==> src/rtl/audio_serial_rx.sv <==
`default_nettype none
//==============================================================================
// Module   : audio_serial_rx
// Brief    : I2S / left-justified / TDM deserialiser, oversampled in sys_clk.
//            Optional per-channel peak meter: define AUDIO_RX_PEAK_METER_EN.
// Revision : 1.0 - initial release
//==============================================================================
module audio_serial_rx #(
  parameter int DATA_W   = 24,
  parameter int SLOT_W   = 32,
  parameter int NUM_CH   = 2,
  parameter int I2S_MODE = 0
) (
  input  logic                     sys_clk,
  input  logic                     resetn,
  input  logic                     bclk,
  input  logic                     sync,
  input  logic                     sdata,
  input  logic                     clr_status,
  output logic [NUM_CH*DATA_W-1:0] sample_data,
  output logic                     sample_valid,
  input  logic                     sample_ready,
  output logic                     overrun,
  output logic                     frame_err,
  output logic                     locked
`ifdef AUDIO_RX_PEAK_METER_EN
  ,
  input  logic                     peak_clr,
  output logic [NUM_CH*DATA_W-1:0] peak_level
`endif
);

  localparam int c_total   = NUM_CH * SLOT_W;
  localparam int c_lead    = (I2S_MODE != 0) ? 1 : 0;
  localparam int c_short   = NUM_CH * DATA_W + c_lead;
  localparam int c_last    = (NUM_CH - 1) * SLOT_W + DATA_W - 1 + c_lead;
  localparam int c_cnt_w   = $clog2(c_total + 2);
  localparam int c_timeout = 4 * SLOT_W * NUM_CH;
  localparam int c_idle_w  = $clog2(c_timeout + 1);
  localparam int c_fw      = NUM_CH * DATA_W;

  typedef enum logic [1:0] {
    S_HUNT = 2'd0,
    S_RUN  = 2'd1,
    S_DONE = 2'd2
  } state_t;

  logic [2:0]          r_bclk_s;
  logic [1:0]          r_sync_s;
  logic [1:0]          r_sdata_s;
  logic                r_sync_prev;
  logic                r_sync_seen;
  state_t              r_state;
  logic [c_cnt_w-1:0]  r_cnt;
  logic [c_idle_w-1:0] r_idle;
  logic [1:0]          r_good_cnt;
  logic [c_fw-1:0]     r_frame;

  logic                w_rise, w_sync, w_start, w_active, w_cap;
  logic                w_complete, w_short, w_timeout, w_load;
  logic [c_cnt_w-1:0]  w_cnt;
  logic [c_fw-1:0]     w_frame;
  int                  w_slot, w_bit;

  always_ff @(posedge sys_clk or negedge resetn) begin
    if (!resetn) begin
      r_bclk_s  <= '0;
      r_sync_s  <= '0;
      r_sdata_s <= '0;
    end else begin
      r_bclk_s  <= {r_bclk_s[1:0], bclk};
      r_sync_s  <= {r_sync_s[0], sync};
      r_sdata_s <= {r_sdata_s[0], sdata};
    end
  end

  // A start needs a sync level seen on an earlier rise, so a level left over
  // from reset is never mistaken for an edge.
  assign w_rise     = r_bclk_s[1] & ~r_bclk_s[2];
  assign w_sync     = r_sync_s[1];
  assign w_start    = w_rise & r_sync_seen &
                      ((I2S_MODE != 0) ? (r_sync_prev & ~w_sync) : (~r_sync_prev & w_sync));
  assign w_active   = w_start | (r_state != S_HUNT);
  assign w_cnt      = w_start ? '0 : r_cnt;
  assign w_short    = w_start & (r_state == S_RUN) & (r_cnt < c_cnt_w'(c_short));
  assign w_complete = w_rise & w_active & (w_cnt == c_cnt_w'(c_last));
  assign w_timeout  = ~w_rise & (r_idle == c_idle_w'(c_timeout - 1));
  assign w_load     = w_complete & (~sample_valid | sample_ready);

  always_comb begin
    w_slot  = int'(w_cnt) / SLOT_W;
    w_bit   = int'(w_cnt) % SLOT_W - c_lead;
    w_cap   = w_rise & w_active & (int'(w_cnt) < c_total) & (w_bit >= 0) & (w_bit < DATA_W);
    w_frame = r_frame;
    if (w_cap) begin
      for (int ch = 0; ch < NUM_CH; ch++) begin
        if (ch == w_slot)
          w_frame[ch*DATA_W +: DATA_W] = {r_frame[ch*DATA_W +: DATA_W-1], r_sdata_s[1]};
      end
    end
  end

  // The completed word (including the bit arriving this cycle) is handed over
  // on the edge that enters DONE; DONE itself just re-arms for the next frame.
  always_ff @(posedge sys_clk or negedge resetn) begin
    if (!resetn) begin
      r_state      <= S_HUNT;
      r_cnt        <= '0;
      r_idle       <= '0;
      r_good_cnt   <= '0;
      r_frame      <= '0;
      r_sync_prev  <= 1'b0;
      r_sync_seen  <= 1'b0;
      sample_data  <= '0;
      sample_valid <= 1'b0;
      overrun      <= 1'b0;
      frame_err    <= 1'b0;
      locked       <= 1'b0;
    end else begin
      frame_err <= w_short;
      if (w_cap)
        r_frame <= w_frame;
      if (w_rise) begin
        r_sync_prev <= w_sync;
        r_sync_seen <= 1'b1;
        r_idle      <= '0;
      end else if (!w_timeout) begin
        r_idle <= r_idle + 1'b1;
      end
      if (w_rise && w_active)
        r_cnt <= (int'(w_cnt) < c_total) ? w_cnt + 1'b1 : w_cnt;

      case (r_state)
        S_HUNT:  if (w_start) r_state <= S_RUN;
        S_RUN:   if (w_complete) r_state <= S_DONE;
        default: r_state <= S_RUN;
      endcase

      if (clr_status)
        overrun <= 1'b0;
      if (w_load) begin
        sample_data  <= w_frame;
        sample_valid <= 1'b1;
      end else begin
        if (sample_valid && sample_ready)
          sample_valid <= 1'b0;
        if (w_complete)
          overrun <= 1'b1;
      end

      if (w_complete) begin
        if (r_good_cnt != 2'd0)
          locked <= 1'b1;
        if (r_good_cnt != 2'd2)
          r_good_cnt <= r_good_cnt + 2'd1;
      end
      if (w_short || w_timeout) begin
        locked     <= 1'b0;
        r_good_cnt <= 2'd0;
      end
      if (w_timeout)
        r_state <= S_HUNT;
    end
  end

`ifdef AUDIO_RX_PEAK_METER_EN
  logic [c_fw-1:0] w_mag;

  // Magnitude of each channel; the most negative code saturates to max positive.
  always_comb begin
    w_mag = '0;
    for (int ch = 0; ch < NUM_CH; ch++) begin
      if (w_frame[ch*DATA_W + DATA_W - 1]) begin
        if (w_frame[ch*DATA_W +: DATA_W-1] == '0)
          w_mag[ch*DATA_W +: DATA_W] = {1'b0, {(DATA_W-1){1'b1}}};
        else
          w_mag[ch*DATA_W +: DATA_W] = -w_frame[ch*DATA_W +: DATA_W];
      end else begin
        w_mag[ch*DATA_W +: DATA_W] = w_frame[ch*DATA_W +: DATA_W];
      end
    end
  end

  always_ff @(posedge sys_clk or negedge resetn) begin
    if (!resetn) begin
      peak_level <= '0;
    end else if (w_load) begin
      for (int ch = 0; ch < NUM_CH; ch++) begin
        if (peak_clr || (w_mag[ch*DATA_W +: DATA_W] > peak_level[ch*DATA_W +: DATA_W]))
          peak_level[ch*DATA_W +: DATA_W] <= w_mag[ch*DATA_W +: DATA_W];
      end
    end else if (peak_clr) begin
      peak_level <= '0;
    end
  end
`endif

endmodule
`default_nettype wire

==> config.mk <==
export PLATFORM = sky130hd
export DESIGN_NAME = audio_serial_rx
export DESIGN_NICKNAME = d
export VERILOG_FILES = /design/src/rtl/audio_serial_rx.sv
export SDC_FILE = /design/constraint.sdc
export NUM_CORES = 1
export LEC_CHECK = 0
export CORE_UTILIZATION = 30
export CTS_BUF_LIST = sky130_fd_sc_hd__clkbuf_2 sky130_fd_sc_hd__clkbuf_4 sky130_fd_sc_hd__clkbuf_8
export CTS_CLUSTER_SIZE = 10
export DETAILED_ROUTE_END_ITERATION = 8
export GPL_ROUTABILITY_DRIVEN = 0
export SETUP_SLACK_MARGIN = 0.05
export SYNTH_ARGS = -nofsm -noshare
export SYNTH_HDL_FRONTEND = slang
export SYNTH_SLANG_ARGS = --single-unit
==> constraint.sdc <==
create_clock -name sys_clk -period 4.6 [get_ports sys_clk]
set_clock_uncertainty 0.15 [all_clocks]
set_input_delay 1.38 -clock sys_clk [delete_from_list [all_inputs] [get_ports sys_clk]]
set_output_delay 1.38 -clock sys_clk [all_outputs]
set_load 0.005 [all_outputs]
---- Word-level counts from Yosys, hierarchy flattened ----
Cells that the tools add are included.
storage, ports and cells
  register bits ........................... 129
  output and inout port bits .............. 52
  logic and storage cells ................. 85
cells by class
  add/sub/neg operators ................... 3
  magnitude comparators ................... 4
  equality and inequality tests ........... 8
  mux-type cells .......................... 22
  bitwise operators ....................... 19
  reduce and logical (&&, ||, !) cells .... 14
operators with widths
  operator                                                           count
  2-to-1 mux 24 bit                                                  2
  2-to-1 mux 48 bit                                                  1
  zero test 32 bit                                                   1
  2-to-1 mux 9 bit                                                   2
  2-to-1 mux 7 bit                                                   2
  AND 1 bit                                                          13
  2-to-1 mux 2 bit                                                   6
  nonzero test 2 bit                                                 6
  adder 9 x 1 -> 9 bit, second input constant                        1
  == test 9 x 8 -> 1 bit, second input constant                      1
  2-to-1 mux 1 bit                                                   8
  adder 7 x 1 -> 7 bit, second input constant                        1
  == test 7 x 6 -> 1 bit, second input constant                      1
  less-than comparator 7 x 6 -> 1 bit, second input constant         1
  less-than comparator 7 bit, second input constant                  1
  inequality test 3 bit, second input constant                       2
  AND reduction 2 bit                                                3
  greater-or-equal comparator 5 x 1 -> 1 bit, second input constant  1
  less-than comparator 5 bit, second input constant                  1
  inequality test 2 bit, second input constant                       2
  inverter 1 bit                                                     4
  one-hot mux 2 bit (2 select lines)                                 1
  adder 2 x 1 -> 2 bit, second input constant                        1
  == test 2 x 1 -> 1 bit, second input constant                      1
  5 further kinds                                                    7

---- Logic depth before layout (Yosys ltp) ----
  word-level depth ........................ 10
  gate-level depth with buffers ........... 10
  depth with buffers taken out ............ 8

---- Worst setup path before layout ----
OpenSTA, ideal clock, no wires.
  path kind ............................... input-to-reg
  from .................................... input port sample_ready
  to ...................................... register sample_data[21]
  library setup time ...................... 0.127 ns
  arrival time ............................ 2.337 ns
  required time ........................... 4.323 ns
  slack ................................... 1.985 ns
  cell stages on the path ................. 5
  path buffers ............................ 2
  path through ............................ nand2b_1 -> nor3b_2 -> buf_6 -> buf_8 -> mux2_1
on the way
  word-level cells in the longest chain between the ends .. 2
ends and longest elaborated chain
  element               line  RTL
  start, declared       22    input logic sample_ready,
  bitwise OR 1 bit      88    assign w_load = w_complete & (~sample_valid | sample_ready);
  AND 1 bit             88
  end signal, assigned  142   sample_data <= w_frame;
  end, declared         20    output logic [NUM_CH*DATA_W-1:0] sample_data,
Every way passes these cells.
A chain may end at the register's enable or synchronous reset.

---- Final worst setup path ----
  from .................................... register r_bclk_s[1]
  to ...................................... register sample_data[45]
on the way
  word-level cells in the longest chain between the ends .. 9
  elaborated cells on any way between the ends .. 18
  classes of those cells .................. order compare: 3; eq/ne: 2; mux: 3; bitwise: 10
ends and longest elaborated chain
  element                                                  line    RTL
  start, declared                                          48      logic [2:0] r_bclk_s;
  start signal, assigned                                   71      r_bclk_s <= {r_bclk_s[1:0], bclk};
  AND 1 bit *                                              79      assign w_rise = r_bclk_s[1] & ~r_bclk_s[2];
  AND 1 bit (2 in series)                                  81      assign w_start = w_rise & r_sync_seen &
  2-to-1 mux 7 bit or bitwise OR 1 bit (tied branches)     84, 83
  less-than comparator 7 bit or AND 1 bit (tied branches)  93, 86
  AND 1 bit (3 in series)                                  93      w_cap = w_rise & w_active & (int'(w_cnt) < c_total) & (w_bit >= 0) & (w_bit < DATA_W);
  2-to-1 mux 48 bit                                        95      if (w_cap) begin
Mark *: on every way between the ends. The rest lies on a longest branch, timed or not.

==> flow_summary.ini <==
[logic_synthesis]
avgSynthCellArea_sq_um = 14.2
synth-seq-area-share = 0.608
synth_xor_area_frac = 0.00990
muxShareOfSynthArea = 0.214
synth_compound_area_frac = 0.0632
synth_area_leaders = dfrtp_1 61%, mux2_2 17%, mux2_1 4.2%, a22o_1 3.8%, ha_1 1.2%
synth_edf_count = 0
ys_seq_elements = 129
ys_warn_count = 0
synth_top_cell_by_area = dfrtp_1
yosysMostFrequentCell = dfrtp_1
synth_top_area_share = 0.608
synth_flop_cell = dfrtp_1
async_flop_share = 1.00
synthAdderAreaFrac = 0.0118
synth.distinct_cells = 44
synthSimpleGateAreaFrac = 0.0672
synth_top_family_by_area = multiplexers
syn-cell-area_sq_mm = 0.00531
syn-num-nets = 387
synth_common_cells = 129 x dfrtp_1, 79 x mux2_2, 23 x a22o_1
syn_inst = 375

[pwr]
p_sw_uw = 563
clkPwrFrac = 0.412
comb_power_share = 0.073
power_switching_share = 0.226
power_leakage_uw = 0.00307
p_seq_frac = 0.515
finalPower_uw = 2490
power.density_mw_per_mm2 = 380
p_int_uw = 1930
ir_worst_vdd_mv = 0.268

[setup_path]
reg2reg_from = r_bclk_s[1]$_DFF_PN0_
critPathKind = reg -> reg
worstPathArrival_ps = 3230
endpoint_kind = flop
worstPathRequired_ps = 4770
crit_path_start_kind = flop
r2r_slack_ps = 1540
startpoint = r_bclk_s[1]$_DFF_PN0_
cp_max_fo = 36

[route]
vias = 3147
routedWlPerCell_um = 14.0
first_pass_iters = 4
drc = 0
ant_nets = 0
drtIter0Drc = 135
viasPerCell = 4.65
drt-total-wl_um = 9490

[final_layout]
num_antenna_cells = 0
fin_area_sq_mm = 0.00655
postLayoutCoreUtil = 0.379
area.growth.synth_to_final_pct = 23.5
final_nets = 452
layout-drive-gt1-share = 0.274

[timing]
setup_viol = 0
relSlewSlack = 0.331
finalCritPeriodShare = 0.666
report.final.slew_viol_count = 0
worst_slack_ps = 1540
fmax_ghz = 0.327
final_hold_viol_count = 0
period_minus_slack_ps = 3060
fin_tns_setup_ps = 0
rsz0062_at_grt = false
worst_pin_slew_ps = 1000

[global_routing]
antenna_found_initial = 0
overflow = 0
track_usage = 0.116
grt_start_max_net_pins = 130
grt_pass1_vias = 3389
grt_pass1_wl_um = 16500

[min_path]
hold_start = r_sync_s[0]$_DFF_PN0_
hold_path_class = reg -> reg

[clock_tree]
ctsRootBufferMaster = clkbuf_8
clk_pin_slew_ps = 70
post_cts_resized = 0
cts.path.max_buffers = 2
cts_buffers = 17
cts_tree = built
insertion_delay_ps = 430
htree_levels = 4
clock_sinks = 129
post_cts_buffers = 0
holdBufCountCts = 0

[floorplanning]
fp.dieH_um = 135
rows = 48
dieArea_sq_mm = 0.0182
core_sq_mm = 0.0173
start_util = 0.307
io_pins = 59
die_width_um = 135

[place]
hpwl_um = 5960
place_area_sq_mm = 0.00613
pre_cts_slack_ps = 1230
place.port_buffers = 58

[run]
maxCapViolations = 0

[status]
status = complete, no violations
final timing paths:
check / cells past startpoint / to
hold reg to reg: 0 / r_sync_s[1]$_DFF_PN0_
setup / recovery: 10 / sample_data[45]$_DFFE_PN0P_
max in group asynchronous: 2 / sample_valid$_DFFE_PN0P_
hold / removal: 0 / r_sync_s[1]$_DFF_PN0_
setup reg to reg: 10 / sample_data[45]$_DFFE_PN0P_
min in group asynchronous: 2 / sample_data[24]$_DFFE_PN0P_
stage by stage:
stage          hold slack (ps)  std cells
2_1_floorplan              181        375
3_3_place_gp               187        646
3_5_place_dp               191        646
4_1_cts                    205        677
5_1_grt                    206        677
6_report                   203        677
flip-flops by register name, summed over array words and instances, names as in the netlist:
register	count
frame_err	1
r_cnt	7
r_sync_s	2
r_sync_prev	1
r_bclk_s	3
overrun	1
locked	1
r_sdata_s	2
r_good_cnt	2
r_sync_seen	1
sample_valid	1
r_idle	9
sample_data	48
r_state	2
r_frame	48
area by class of cell:
type / count / area (sq um)
clock inverters: 5 / 100
inverters: 6 / 22.5
fillers: 1659 / 10700
clock buffers: 26 / 327
multi-input cells: 222 / 1960
flip-flops and latches: 129 / 3230
well taps: 225 / 282
repair buffers: 64 / 636
logic make-up (layout without fill, tap and decap cells):
logic type / count (synthesis) / count (layout)
compound gates: 43 / 43
xor+xnor: 6 / 6
fa+ha+maj: 5 / 5
buf+inv: 24 / 101
flops: 129 / 129
mux: 101 / 101
simple gates: 67 / 67
metal layers:
metal	wire length (um)	GRT usage
met5	0	0
met2	4540	0.182
met3	492	0.0432
met1	4300	0.140
met4	157	0.0574
cell usage in the layout, fill, tap and decap left out, types with 3 or more instances in the layout:
cell,count
mux2_2,79
clkbuf_8,21
nor2_1,15
nand4_1,3
a21oi_1,7
xor2_1,3
mux2_1,20
and3_1,4
ha_1,5
clkbuf_4,5
xnor2_1,3
o21ai_0,3
a22o_1,23
buf_4,6
nand2_1,15
or3_1,3
nand3_1,5
bufinv_16,3
clkdlybuf4s50_1,57
inv_1,6
dfrtp_1,129
nand2b_1,4
power groups by stage:
stage / registers, uW / clock network [uW] / logic (uW)
after floorplan: 1280 / 0 / 131
after global placement: 1300 / 0 / 176
after detailed placement: 1300 / 0 / 185
after CTS: 1280 / 1060 / 187
after global routing: 1290 / 1110 / 206
final: 1280 / 1030 / 183
critical path, stage by stage (launching register included):
cell	delay, ps
dfrtp_1	390
nor2b_1	130
buf_4	180
nand2_1	140
and2_1	160
ha_1	160
nand2_1	110
or3_4	420
nor3b_4	210
buf_4	440
mux2_2	400
Power figures use the tool's default switching activity.
